[config.mk]
export PLATFORM = sky130hd
export DESIGN_NAME = flash_timer_gen
export DESIGN_NICKNAME = d
export VERILOG_FILES = /design/src/rtl/flash_timer_gen.sv
export SDC_FILE = /design/constraint.sdc
export NUM_CORES = 1
export LEC_CHECK = 0
export ABC_AREA = 0
export CAP_MARGIN = 30
export CORE_UTILIZATION = 29
export DETAILED_ROUTE_END_ITERATION = 16
export PLACE_DENSITY = 0.51
export SYNTH_ARGS = -nofsm -noshare
export SYNTH_HDL_FRONTEND = slang
export SYNTH_SLANG_ARGS = --single-unit
export TNS_END_PERCENT = 1
[constraint.sdc]
create_clock -name CLK_50MHZ -period 3.86 [get_ports CLK_50MHZ]
set_clock_uncertainty 0.1 [all_clocks]
set_input_delay 1.158 -clock CLK_50MHZ [delete_from_list [all_inputs] [get_ports CLK_50MHZ]]
set_output_delay 1.158 -clock CLK_50MHZ [all_outputs]
set_load 0.005 [all_outputs]
[src/rtl/flash_timer_gen.sv]
// Retriggerable one-shot/periodic interval timer producing registered done pulses.
// Optional tick prescaler enabled by defining FLASH_TIMER_PRESCALE_EN.
`timescale 1ns/1ps
module flash_timer_gen #(
  parameter int CNT_W    = 26,
  parameter int PRESCALE = 50000
) (
  input  logic             CLK_50MHZ,
  input  logic             RST,
  input  logic             start,
  input  logic             stop,
  input  logic             periodic,
  input  logic [CNT_W-1:0] load,
  output logic             busy,
  output logic             done,
  output logic [CNT_W-1:0] remaining
);

  typedef enum logic {IDLE, COUNTING} state_e;

  localparam logic [CNT_W-1:0] ONE = CNT_W'(1);

  if (PRESCALE < 1) begin : g_bad_prescale
    $error("flash_timer_gen: PRESCALE must be >= 1");
  end

  state_e           state_q, state_d;
  logic [CNT_W-1:0] remaining_q, remaining_d;
  logic [CNT_W-1:0] reload_q, reload_d;
  logic             periodic_q, periodic_d;
  logic             done_q, done_d;
  logic             step;

`ifdef FLASH_TIMER_PRESCALE_EN
  localparam int PW = (PRESCALE > 1) ? $clog2(PRESCALE) : 1;
  logic [PW-1:0] pre_q, pre_d;

  assign step = (pre_q == PW'(PRESCALE - 1));

  always_ff @(posedge CLK_50MHZ or posedge RST) begin
    if (RST) pre_q <= '0;
    else     pre_q <= pre_d;
  end
`else
  assign step = 1'b1;
`endif

  always_comb begin
    state_d     = state_q;
    remaining_d = remaining_q;
    reload_d    = reload_q;
    periodic_d  = periodic_q;
    done_d      = 1'b0;
`ifdef FLASH_TIMER_PRESCALE_EN
    pre_d       = pre_q;
`endif
    if (stop) begin
      state_d     = IDLE;
      remaining_d = '0;
`ifdef FLASH_TIMER_PRESCALE_EN
      pre_d       = '0;
`endif
    end else if (start) begin
      // A zero load is treated as the shortest interval rather than "never".
      reload_d    = (load == '0) ? ONE : load;
      remaining_d = (load == '0) ? ONE : load;
      periodic_d  = periodic;
      state_d     = COUNTING;
`ifdef FLASH_TIMER_PRESCALE_EN
      pre_d       = '0;
`endif
    end else if (state_q == COUNTING) begin
`ifdef FLASH_TIMER_PRESCALE_EN
      pre_d = step ? '0 : pre_q + PW'(1);
`endif
      if (step) begin
        if (remaining_q > ONE) begin
          remaining_d = remaining_q - ONE;
        end else begin
          done_d = 1'b1;
          if (periodic_q) begin
            remaining_d = reload_q;
          end else begin
            remaining_d = '0;
            state_d     = IDLE;
          end
        end
      end
    end
  end

  always_ff @(posedge CLK_50MHZ or posedge RST) begin
    if (RST) begin
      state_q     <= IDLE;
      remaining_q <= '0;
      reload_q    <= '0;
      periodic_q  <= 1'b0;
      done_q      <= 1'b0;
    end else begin
      state_q     <= state_d;
      remaining_q <= remaining_d;
      reload_q    <= reload_d;
      periodic_q  <= periodic_d;
      done_q      <= done_d;
    end
  end

  assign busy      = (state_q == COUNTING);
  assign done      = done_q;
  assign remaining = remaining_q;

endmodule
==> impl_metrics.py, run 1 <==
metrics = {
    "floorplanning": {
        "rows": 37,
        "dieHeight_um": 106.3,
        "initial_core_util_pct": 30.26,
        "fp.coreArea_um2": 10420,
        "dieWidth_um": 106.3,
        "num_io_pins": 59,
        "die_area_um2": 11290,
    },
    "clock_tree": {
        "cts-resized-gates": 0,
        "htreeDepth": 2,
        "cts_buffers": 5,
        "cts_tree": "yes",
        "root_buffer": "clkbuf_8",
        "clockBufferDepth": 2,
        "clock-sinks": 55,
        "worstSkewPairLatency_ns": 0.32,
        "postCtsSetupRepairBufs": 0,
        "holdBufCountCts": 0,
        "clkSlewWorstSetupHoldPaths_ns": 0.10,
    },
    "worst_setup_path": {
        "r2r_setup_slack_ns": 0.91,
        "critPathMaxFanout": 19,
        "arrival_ns": 3.05,
        "critPathRequiredTime_ns": 3.96,
        "cp-end-kind": "flip-flop",
        "worstSetupPathType": "reg2reg",
        "cp-start-kind": "flip-flop",
    },
    "timing": {
        "holdWs_ns": 0.3807,
        "max_freq_mhz": 338.6,
        "slew_viol_final": 0,
        "tightest_slew_ns": 0.6426,
        "hold_viol_final": 0,
        "fin_crit_sh_pct": 76.51,
        "setup_violations": 0,
        "setup_tns_ns": 0,
        "maxSlewHeadroom_pct": 57.16,
        "layout_min_cycle_time_ns": 2.953,
        "rsz0062_at_grt": "false",
    },
    "routing": {
        "drt_first_pass_iters": 4,
        "vias": 2979,
        "first_iter_violations": 226,
        "avgViaCountPerCell": 5.245,
        "wl_um": 10050,
        "ant_nets": 0,
        "drt_drc_violations_left": 0,
        "wl_per_cell_um": 17.70,
    },
    "grt": {
        "grt_start_max_net_pins": 56,
        "grt_pass1_vias": 2989,
        "antenna_found_initial": 0,
        "grt_first_pass_wirelength_um": 16290,
        "grt.total_usage_pct": 18.65,
        "grt-ovfl-total": 0,
    },
    "yosys": {
        "yosys_warnings": 0,
        "synth-seq-cells": 55,
        "ys_seq_area_share_pct": 43.67,
        "async_reset_ff_share_pct": 100.0,
        "avgSynthCellArea_um2": 8.405,
        "syn_inst": 375,
        "synth_edf_count": 0,
        "ys_types": 46,
        "syn_area_um2": 3152,
        "synthesis.nets": 408,
        "synth_flop_cell": "dfrtp_1",
    },
    "power": {
        "powerDensity_nw_per_um2": 363.3,
        "vdd_drop_max_mv": 0.1524,
        "leakagePower_nw": 1.780,
    },
    "finish": {
        "n_fill_cell": 1095,
        "final_common_cell": "nand2_1",
        "areaGrowthSynthToFinish_pct": 28.23,
        "final_cell_mix": "97 x nand2_1, 58 x clkdlybuf4s50_1, 55 x dfrtp_1, 25 x a21oi_1, 21 x nor2_1",
        "drive_gt1_share_pct": 7.176,
        "nets": 464,
        "seqCellArea_um2": 1376,
        "insertedDiodeCount": 0,
        "multi_input_comb_area_um2": 1645,
    },
    "run_status": {
        "outcome": "finished, final reports clean",
    },
    "run": {
        "cap_violations": 0,
    },
    "place": {
        "dpl.hpwl_um": 7002,
        "gp_congestion": 0.7971,
        "portBuffers": 58,
    },
    "min_path": {
        "hold_class": "reg2reg",
    },
}
[Yosys cell counts, types with 8 or more instances]
cell	number	area, um2
nand2_1	97	364.1
dfrtp_1	55	1376
a21oi_1	25	125.1
nor2_1	21	78.83
clkbuf_1	18	67.56
nand3_1	14	70.07
nor4_1	12	75.07
nor3_1	11	55.05
xor2_1	11	96.34
o21ai_0	10	50.05
a211o_1	9	78.83
inv_1	9	33.78
a31oi_1	8	50.05
xnor2_1	8	70.07
[area by class of cell]
type                    instances  area share [%]
clock buffers                   6           2.043
clock inverters                 2          0.8669
inverters                       9          0.8359
multi-input cells             288           40.71
flip-flops and latches         55           34.06
well taps                     136           4.211
repair buffers                 72           17.28
[per-stage QoR]
step           total power (W)  worst slack [ns]  instances  util, %  area (um2)
5_1_grt               0.001548            0.7334        568    38.80        4041
4_1_cts               0.001481            0.9154        568    38.80        4041
3_5_place_dp          0.001066            0.5851        560    37.67        3924
2_1_floorplan        0.0008951             1.259        375        -        3152
3_3_place_gp          0.001063            0.6050        560    37.67        3924
6_report              0.001468            0.9069        568    38.80        4041
[metal layers]
| metal | global-route usage, % | vias to the layer above | part of all wire [%] |
|---|---|---|---|
| li1 | - | 1440 | - |
| met1 | 26.11 | 1471 | 48 |
| met2 | 29.92 | 66 | 47 |
| met3 | 2.882 | 2 | 3.9 |
| met4 | 4.762 | 0 | 0.35 |
| met5 | 0 | - | 0 |
[power breakdown]
| group | internal, W | switching [W] | total [W] | leakage [nW] |
|---|---|---|---|---|
| combinational | 0.000171 | 0.000190 | 0.000361 | 1.02 |
| clock | 0.000211 | 0.000203 | 0.000413 | 0.0612 |
| sequential | 0.000633 | 0.0000609 | 0.000694 | 0.702 |
| total | 0.00101 | 0.000454 | 0.00147 | 1.78 |
[cell families after synthesis]
group | after synthesis | synth area share, %
AND/OR/NAND/NOR | 188 | 29.06
AO/OA/AOI/OAI | 79 | 16.91
flip-flops | 55 | 43.67
buffers and inverters | 32 | 4.287
XOR/XNOR | 19 | 5.280
adder cells (fa/ha/maj) | 2 | 0.7938
[flip-flops by register name (all words and copies together) (netlist names)]
register / count
done: 1
periodic_q: 1
busy: 1
reload_q: 26
remaining: 26
[worst max-delay path: stages (launching register included)]
cell and delay, ns:
dfrtp_1 0.50, nor4_4 0.29, buf_4 0.20, and4b_1 0.47, nand4b_1 0.52, buf_4 0.42, a21oi_1 0.14, a211o_1 0.11
nand3_1 0.08
[worst paths after layout]
path                              start       endpoint  cells past startpoint
max                        remaining[2]  remaining[22]                      8
max in group asynchronous           RST   reload_q[24]                      3
min reg2reg                reload_q[24]   reload_q[24]                      2
max reg2reg                remaining[2]  remaining[22]                      8
min                        reload_q[24]   reload_q[24]                      2
min in group asynchronous           RST   remaining[9]                      3
Power figures use the tool's default switching activity.
==> run 2, diff against run 1 <==
Settings changed: PLACE_DENSITY 0.51 to 0.52.
Clock period 3.86 ns to 2.7 ns, I/O delays scaled along.
==> impl_metrics.py, run 2 (synthesis gave the netlist of run 1 again) <==
metrics = {
    "run_status": {
        "outcome": "finished, final reports clean",
    },
    "routing": {
        "drt_drc_violations_left": 0,
        "highest_layer": "met4",
        "ant_nets": 0,
        "met2WireLength_um": 4909,
        "wl_per_cell_um": 17.67,
        "avgViaCountPerCell": 5.257,
        "wl_um": 10390,
        "first_iter_violations": 129,
        "routed-wl-met3_um": 321,
        "drt-met1-wl_um": 5062,
        "drt_first_pass_iters": 5,
        "vias": 3091,
    },
    "place": {
        "place_ws_ns": -0.07356,
        "dp_cells": 580,
        "gp_congestion": 0.8637,
        "portBuffers": 58,
        "dpl.hpwl_um": 7473,
    },
    "timing": {
        "holdWs_ns": 0.3851,
        "maxSlewHeadroom_pct": 55.74,
        "setup_tns_ns": 0,
        "hold_viol_final": 0,
        "setup_violations": 0,
        "layout_min_cycle_time_ns": 2.519,
        "slew_viol_final": 0,
        "max_freq_mhz": 397.0,
        "tightest_slew_ns": 0.6640,
        "layout_setup_ws_ns": 0.1810,
        "rsz0062_at_grt": "false",
        "fin_crit_sh_pct": 93.30,
    },
    "finish": {
        "drive_gt1_share_pct": 11.28,
        "n_fill_cell": 1086,
        "utilization_pct": 40.66,
        "seqCellArea_um2": 1376,
        "nets": 484,
        "insertedDiodeCount": 0,
        "multi_input_comb_area_um2": 1645,
        "final_common_cell": "nand2_1",
        "final_cells": 588,
        "areaGrowthSynthToFinish_pct": 34.38,
        "final_cell_mix": "97 x nand2_1, 58 x clkdlybuf4s50_1, 55 x dfrtp_1, 31 x buf_4, 25 x a21oi_1",
    },
    "worst_setup_path": {
        "cp-start-kind": "flip-flop",
        "max_stage_delay_ns": 0.58,
        "critPathMaxFanout": 13,
        "crit_path_top_delay_cell": "or4_4",
        "arrival_ns": 2.64,
        "timing.rr.end": "remaining[21]",
        "cp-end-kind": "flip-flop",
        "path_buf_inv": 1,
        "reg2reg_from": "remaining[13]",
        "cp_cell_sequence": "or4_4, nor4_4, and4b_4, buf_4, a31oi_1, a211oi_1",
        "worstSetupPathType": "reg2reg",
        "r2r_cells": 6,
        "r2r_setup_slack_ns": 0.18,
        "path_delay_family": "simple AND/OR/NAND/NOR gates",
        "critPathRequiredTime_ns": 2.82,
    },
    "run": {
        "cap_violations": 0,
    },
    "clock_tree": {
        "cts-resized-gates": 0,
        "cts_tree": "yes",
        "postCtsSetupRepairBufs": 0,
        "clkSlewWorstSetupHoldPaths_ns": 0.11,
        "clockBufferDepth": 2,
        "root_buffer": "clkbuf_8",
        "holdBufCountCts": 0,
        "worstSkewPairLatency_ns": 0.32,
        "htreeDepth": 2,
        "clock-sinks": 55,
        "cts_buffers": 5,
    },
    "floorplanning": {
        "rows": 37,
        "fp.coreArea_um2": 10420,
        "dieWidth_um": 106.3,
        "num_io_pins": 59,
        "dieHeight_um": 106.3,
        "die_area_um2": 11290,
        "initial_core_util_pct": 30.26,
    },
    "min_path": {
        "hold_class": "reg2reg",
        "whs_path_depth": 2,
        "min_from": "reload_q[17]",
        "min_to": "reload_q[17]",
    },
    "grt": {
        "grt-ovfl-total": 0,
        "grt_pass1_vias": 3018,
        "grt_first_pass_wirelength_um": 16640,
        "grt_start_max_net_pins": 56,
        "grt.total_usage_pct": 19.09,
        "antenna_found_initial": 0,
    },
    "power": {
        "powerDensity_nw_per_um2": 523.1,
        "vdd_drop_max_mv": 0.2190,
        "leakagePower_nw": 1.892,
    },
}
[run 2: metrics by stage]
| step | area (um2) | total power, W |
|---|---|---|
| floorplan | 3152 | 0.001280 |
| global placement | 4099 | 0.001559 |
| detailed placement | 4099 | 0.001564 |
| CTS | 4235 | 0.002237 |
| global route | 4235 | 0.002335 |
| finish | 4235 | 0.002216 |
[run 2: worst max-delay path by stage]
stage | to | depth (start not counted) | startpoint | slack, ns
CTS | remaining[23] | 6 | remaining[13] | 0.18
global placement | remaining[0] | 7 | load[23] | -0.05
detailed placement | remaining[0] | 7 | load[23] | -0.07
finish | remaining[21] | 6 | remaining[13] | 0.18
floorplan | remaining[9] | 7 | remaining[13] | 0.30
global route | remaining[23] | 6 | remaining[13] | 0.06
[run 2: area by class of cell]
cell class / count / area share (%)
Clock buffer: 5 / 1.625
Clock inverter: 3 / 1.595
Inverter: 9 / 0.7976
Multi-Input combinational cell: 288 / 38.85
Sequential cell: 55 / 32.50
Tap cell: 136 / 4.018
Timing Repair Buffer: 92 / 20.62
[run 2: tightest hold or removal path: cells and delay by family (launching register included)]
kind	cells	cell delay, ns
flip-flops	1	0.35
AND/OR/NAND/NOR	2	0.11
[run 2: metal layers]
layer | global-route usage, % | vias up
met4 | 3.571 | 0
met5 | 0 | -
li1 | - | 1480
met1 | 27.56 | 1530
met2 | 30.61 | 70
met3 | 2.452 | 11
[run 2: report_power, final]
part	total, W	leakage [nW]	internal (W)	switching, W
logic	0.000556	1.13	0.000275	0.000281
registers	0.000992	0.702	0.000905	0.0000877
clock network	0.000667	0.0644	0.000370	0.000297
